===== src/rtl/frame_decoder_fifo.sv =====
// Frame checker/decoder feeding a FIFO_DEPTH-entry queue with a valid/ready head port.
// Define FRAME_DEC_ERR_CNT_EN to build the saturating error/overflow counters.
module frame_decoder_fifo #(
    parameter int ADDR_W     = 16,
    parameter int DATA_W     = 8,
    parameter int FIFO_DEPTH = 4,
    parameter int ERR_CNT_W  = 8
) (
    input  logic                 clk_i,
    input  logic                 rst_i,
    input  logic                 frame_valid_i,
    input  logic                 frame_start_i,
    input  logic                 frame_stop_i,
    input  logic [1:0]           frame_cmd_i,
    input  logic [ADDR_W-1:0]    frame_addr_i,
    input  logic [DATA_W-1:0]    frame_data_i,
    input  logic                 parity_err_i,
    input  logic                 clear_i,
    output logic                 valid_o,
    input  logic                 ready_i,
    output logic [ADDR_W-1:0]    addr_o,
    output logic [DATA_W-1:0]    wdata_o,
    output logic [1:0]           cmd_o,
    output logic                 we_o,
    output logic                 err_o,
    output logic [1:0]           err_code_o,
    output logic                 ovf_o,
    output logic [ERR_CNT_W-1:0] err_cnt_o,
    output logic [ERR_CNT_W-1:0] ovf_cnt_o
);
    // Command encoding follows bus_pkg.
    localparam logic [1:0] CMD_WRITE       = 2'b01;
    localparam logic [1:0] CMD_SPLIT_START = 2'b10;

    localparam int IDX_W = $clog2(FIFO_DEPTH);
    localparam int PTR_W = IDX_W + 1;
    localparam int ENT_W = ADDR_W + DATA_W + 3;

    logic [ENT_W-1:0] mem_q [FIFO_DEPTH];
    logic [PTR_W-1:0] wr_ptr_q, wr_ptr_d;
    logic [PTR_W-1:0] rd_ptr_q, rd_ptr_d;
    logic             err_q, err_d;
    logic [1:0]       err_code_q, err_code_d;
    logic             ovf_q, ovf_d;

    logic             empty, full;
    logic             framing_bad, frame_bad, frame_good;
    logic             pop, push, drop;
    logic             we_in;
    logic [ENT_W-1:0] entry_in, head;

    assign empty = (wr_ptr_q == rd_ptr_q);
    assign full  = (wr_ptr_q[PTR_W-1] != rd_ptr_q[PTR_W-1]) &&
                   (wr_ptr_q[IDX_W-1:0] == rd_ptr_q[IDX_W-1:0]);

    assign framing_bad = ~frame_start_i | ~frame_stop_i;
    assign frame_bad   = frame_valid_i & (parity_err_i | framing_bad);
    assign frame_good  = frame_valid_i & ~(parity_err_i | framing_bad);

    // Head handshake: a frame leaves the queue on every rising edge where
    // valid_o & ready_i; while valid_o & !ready_i the head is held unchanged,
    // and ready_i has no effect when valid_o is low.
    assign pop  = ~empty & ready_i;
    // A pop in the same cycle frees the slot, so a full queue can still accept.
    assign push = frame_good & ~clear_i & (~full | pop);
    assign drop = frame_good & ~clear_i & full & ~pop;

    assign we_in    = (frame_cmd_i == CMD_WRITE) || (frame_cmd_i == CMD_SPLIT_START);
    assign entry_in = {frame_addr_i, frame_data_i, frame_cmd_i, we_in};

    always_comb begin
        wr_ptr_d   = wr_ptr_q;
        rd_ptr_d   = rd_ptr_q;
        err_d      = frame_bad;
        err_code_d = err_code_q;
        ovf_d      = drop;
        if (clear_i) begin
            wr_ptr_d = '0;
            rd_ptr_d = '0;
        end else begin
            if (push) wr_ptr_d = wr_ptr_q + 1'b1;
            if (pop)  rd_ptr_d = rd_ptr_q + 1'b1;
        end
        if (frame_bad) err_code_d = {framing_bad, parity_err_i};
    end

    always_ff @(posedge clk_i) begin
        if (rst_i) begin
            wr_ptr_q   <= '0;
            rd_ptr_q   <= '0;
            err_q      <= 1'b0;
            err_code_q <= 2'b00;
            ovf_q      <= 1'b0;
        end else begin
            wr_ptr_q   <= wr_ptr_d;
            rd_ptr_q   <= rd_ptr_d;
            err_q      <= err_d;
            err_code_q <= err_code_d;
            ovf_q      <= ovf_d;
        end
    end

    // Storage needs no reset: the head is masked to zero whenever the queue is empty.
    always_ff @(posedge clk_i) begin
        if (push) mem_q[wr_ptr_q[IDX_W-1:0]] <= entry_in;
    end

    assign head    = empty ? '0 : mem_q[rd_ptr_q[IDX_W-1:0]];
    assign valid_o = ~empty;
    assign addr_o  = head[ENT_W-1 -: ADDR_W];
    assign wdata_o = head[DATA_W+2 -: DATA_W];
    assign cmd_o   = head[2:1];
    assign we_o    = head[0];

    assign err_o      = err_q;
    assign err_code_o = err_code_q;
    assign ovf_o      = ovf_q;

`ifdef FRAME_DEC_ERR_CNT_EN
    logic [ERR_CNT_W-1:0] err_cnt_q, ovf_cnt_q;

    always_ff @(posedge clk_i) begin
        if (rst_i) begin
            err_cnt_q <= '0;
            ovf_cnt_q <= '0;
        end else begin
            if (frame_bad && !(&err_cnt_q)) err_cnt_q <= err_cnt_q + 1'b1;
            if (drop && !(&ovf_cnt_q))      ovf_cnt_q <= ovf_cnt_q + 1'b1;
        end
    end

    assign err_cnt_o = err_cnt_q;
    assign ovf_cnt_o = ovf_cnt_q;
`else
    assign err_cnt_o = '0;
    assign ovf_cnt_o = '0;
`endif

endmodule


===== config.mk =====
export PLATFORM = sky130hd
export DESIGN_NAME = frame_decoder_fifo
export DESIGN_NICKNAME = d
export VERILOG_FILES = /design/src/rtl/frame_decoder_fifo.sv
export SDC_FILE = /design/constraint.sdc
export NUM_CORES = 1
export LEC_CHECK = 0
export ABC_AREA = 1
export BUFFER_PORTS_ARGS = -buffer_cell sky130_fd_sc_hd__buf_2
export CAP_MARGIN = 5
export CORE_ASPECT_RATIO = 1.2
export CORE_MARGIN = 2
export CORE_UTILIZATION = 45
export DETAILED_ROUTE_END_ITERATION = 12
export PLACE_DENSITY = 0.66
export SETUP_SLACK_MARGIN = 0.3
export SYNTH_ARGS = -nofsm -noshare
export SYNTH_HDL_FRONTEND = slang
export SYNTH_SLANG_ARGS = --single-unit
export TNS_END_PERCENT = 100

===== constraint.sdc =====
create_clock -name clk_i -period 3.46 [get_ports clk_i]
set_clock_uncertainty 0.05 [all_clocks]
set_input_delay 0.692 -clock clk_i [delete_from_list [all_inputs] [get_ports clk_i]]
set_output_delay 0.692 -clock clk_i [all_outputs]
set_load 0.01 [all_outputs]

==> key figures <==
Critical path
  – Worst Path Class, Setup: reg -> out
  – Buf/Inv on CP: 3
  – Crit-path cells: inv_2 > nand2_1 > nand2_1 > nor2_4 > nand2_2 > nand2_1 > inv_1 > buf_2
  – Startpoint Class: register
  – CP delay by family, top: simple AND/OR/NAND/NOR gates
  – Worst Setup End Kind: primary output
  – WP data required: between 2 and 3 ns
  – Crit-path max FO: 32
  – Highest-delay cell along the critical path: dfxtp_1
  – Critical Path AT: 1.99 ns
  – Slowest cell delay on critical path: 0.42 ns
  – Critical Path Most Common Cell: nand2_1

STA
  – Setup TNS: 0 ns
  – Post-layout min period: between 2 and 3 ns
  – WHS: 0.413 ns
  – Max-slew violations: 0
  – RSZ-0062 raised after global routing: false
  – Endpoints failing setup: 0
  – Slew HR: between 50% and 60%
  – Slew @ Worst Pin: 0.671 ns
  – Fmax: around 370 MHz
  – Final Hold Viols: 0
  – Period utilisation layout: 79.0%

Power and ir drop
  – Sequential share of power: 45.6%
  – Pwr dens: 581 nW/µm²
  – VDD IR max: 389 µV
  – Clk pwr share: between 50 and 60%
  – Pint: 2870 µW
  – PnR Total Power: 3490 µW
  – Combinational power share: 2.2%
  – P_leak: 0.00239 µW
  – Sw Share: 17.9%
  – Switch Pwr: 624 µW

GRT
  – Largest net degree at the start of global routing: 33
  – Gr usage total: 16.0%
  – Initial antenna violation count: 0
  – GRT overflow: 0
  – Vias in the first global route: 2887
  – Global-route wire length before repair: 14300 µm

Flow run
  – Max-cap check violation count: 0

Clock network
  – Worst skew pair latency: 0.40 ns
  – TritonCTS clock tree: built
  – Clk slew on worst S/H paths: 0.05 ns
  – CTS buffer count: 17
  – Post-CTS repair timing setup buffer count: 0
  – Post-CTS Hold Fix Bufs: 0
  – Post-CTS sizing: 0
  – Clock tree buffer depth: 2
  – H-Tree Depth: 4
  – Clock sink count: 120
  – Root Buffer: clkbuf_16

Layout
  – Layout cells sized above 1: 24.3%
  – Area growth syn-to-layout: 21.4%
  – # fillers: 859
  – Non-filler cells, final: 606
  – Nets: 503
  – Diode count: 0
  – Post-route cell area: 6020 µm²

Synth
  – Area leader, netlist: edfxtp_1
  – Sequential element share of the synthesized area: 70.3%
  – Most common cell in the netlist: edfxtp_1
  – Top FF cell, synth: edfxtp_1
  – Netlist cell types: 24
  – Post-synth top area share: about two thirds
  – YS warnings: 0
  – Synthesis-stage register bit count: 120
  – Top cells by count, synth: edfxtp_1, nand2_1, nor2_1, inv_1
  – Ranking of synthesized cells by area: edfxtp_1, mux2i_1, dfxtp_1
  – Cells after Synth: 390
  – Post-synthesis async set-or-reset flop share: 0%
  – EDFF count, synth: 108
  – Cell Area, Synth: 4950 µm²
  – Average cell area after synthesis: 12.7 µm²

Hold path
  – HP Class: reg -> reg

Drt
  – DRC Markers: 0
  – Initial drt markers: 173
  – Max Used Layer: met4
  – DR vias/cell: 4.94
  – Final antenna-violating net count: 0
  – Final WL: 9060 µm
  – DR pass1 iterations: 4
  – Via Count: 2991
  – Met3 WL: 446 µm
  – Routed WL per cell: 14.9 µm
  – Metal1 wirelength: 3830 µm
  – DR WL met2: 4640 µm

Die
  – Initial Util: 46.7%
  – DIE AREA: ~12000 µm²
  – CORE AREA: around 11000 µm²
  – Die Ht: 119 µm
  – IO Count: 82
  – Die Wd: ~100 µm
  – Row count: just over 40

Placement
  – Detail Placement HPWL: ~5700 µm
  – Dpl cells: 574
  – Port buffer count: 65
  – Placer congestion estimate: 0.762
  – Post-DP Area: 5390 µm²

Outcome
  – Status: finished clean
-- cell families (layout without fill, tap and decap cells) --
logic type      count (synthesis)  after routing  share of synthesized area, %
compound gates                 60             60                          6.74
xor+xnor                        3              3                         0.530
fa+ha+maj                       5              5                          1.26
buf+inv                        73            145                          7.30
flops                         120            120                          70.3
mux                            27             27                          5.45
other cells                     1             16                        0.0757
simple gates                  101            101                          8.33
-- cell usage in the layout (no fill, tap or decap) --
master / n
nand3b_2: 1
bufinv_16: 4
conb_1: 16
o22ai_1: 27
clkbuf_8: 3
nor3b_1: 1
o21ai_0: 27
inv_1: 36
dfxtp_2: 2
inv_2: 4
edfxtp_1: 108
nand2_2: 3
mux2i_1: 27
clkinvlp_4: 1
a21oi_1: 6
clkinv_1: 1
nand2_1: 49
nand3_1: 5
clkbuf_16: 17
nor2_1: 36
nor2_4: 5
buf_4: 7
nor3_1: 1
ha_1: 5
buf_12: 1
dfxtp_1: 10
clkbuf_1: 3
clkinv_2: 3
buf_2: 65
xor2_1: 3
-- metrics by stage --
step | util (%) | setup WS [ns]
finish | 56.7 | 0.725
global route | 56.7 | 0.546
CTS | 56.7 | 0.679
detailed placement | 50.8 | 0.927
global placement | 50.8 | 1.02
floorplan | - | 0.577
-- state kept, by name (all words and copies together), names as in the netlist, named ones only --
| name | flops |
|---|---|
| mem_q | 108 |
| err_o | 1 |
| rd_ptr_q | 3 |
| err_code_o | 2 |
| wr_ptr_q | 3 |
| ovf_o | 1 |
-- worst reg2reg max path, delay by kind of cell (launching register included) --
family                 cells  cell delay [ns]
and+or+nand+nor            6             0.71
buffers and inverters      2             0.46
DFF                        1             0.36
-- metal layers --
metal / global-route usage, % / vias up
met3: 5.87 / 11
met4: 6.93 / 0
met5: 0 / -
met2: 26.3 / 68
li1: - / 1484
met1: 18.8 / 1428
-- worst paths after layout --
| path | slack (ns) | end | startpoint | cells past startpoint |
|---|---|---|---|---|
| hold reg to reg | 0.41 | err_code_o[0] | err_code_o[0] | 2 |
| setup reg to reg | 1.54 | mem_q[0][6] | wr_ptr_q[0] | 8 |
| setup / recovery | 0.72 | wdata_o[1] | wr_ptr_q[0] | 8 |
| hold / removal | 0.41 | err_code_o[0] | err_code_o[0] | 2 |
-- power groups by stage --
stage / combinational [µW] / sequential, µW / clock [µW]
floorplan: 44.5 / 1620 / 0
finish: 76.0 / 1590 / 1830
global route: 85.5 / 1590 / 1920
global placement: 74.6 / 1620 / 0
CTS: 76.7 / 1590 / 1860
detailed placement: 76.5 / 1620 / 0
-- final cells by class --
cell class | instances | area, µm² | share of cell area (%)
Inverter | 40 | 150 | 2.50
Clock buffer | 23 | 478 | 7.95
Tap cell | 129 | 161 | 2.68
Clock inverter | 9 | 146 | 2.43
Sequential cell | 120 | 3490 | 57.9
Multi-Input combinational cell | 212 | 1200 | 19.9
Timing Repair Buffer | 73 | 398 | 6.61
Power figures use the tool's default switching activity.
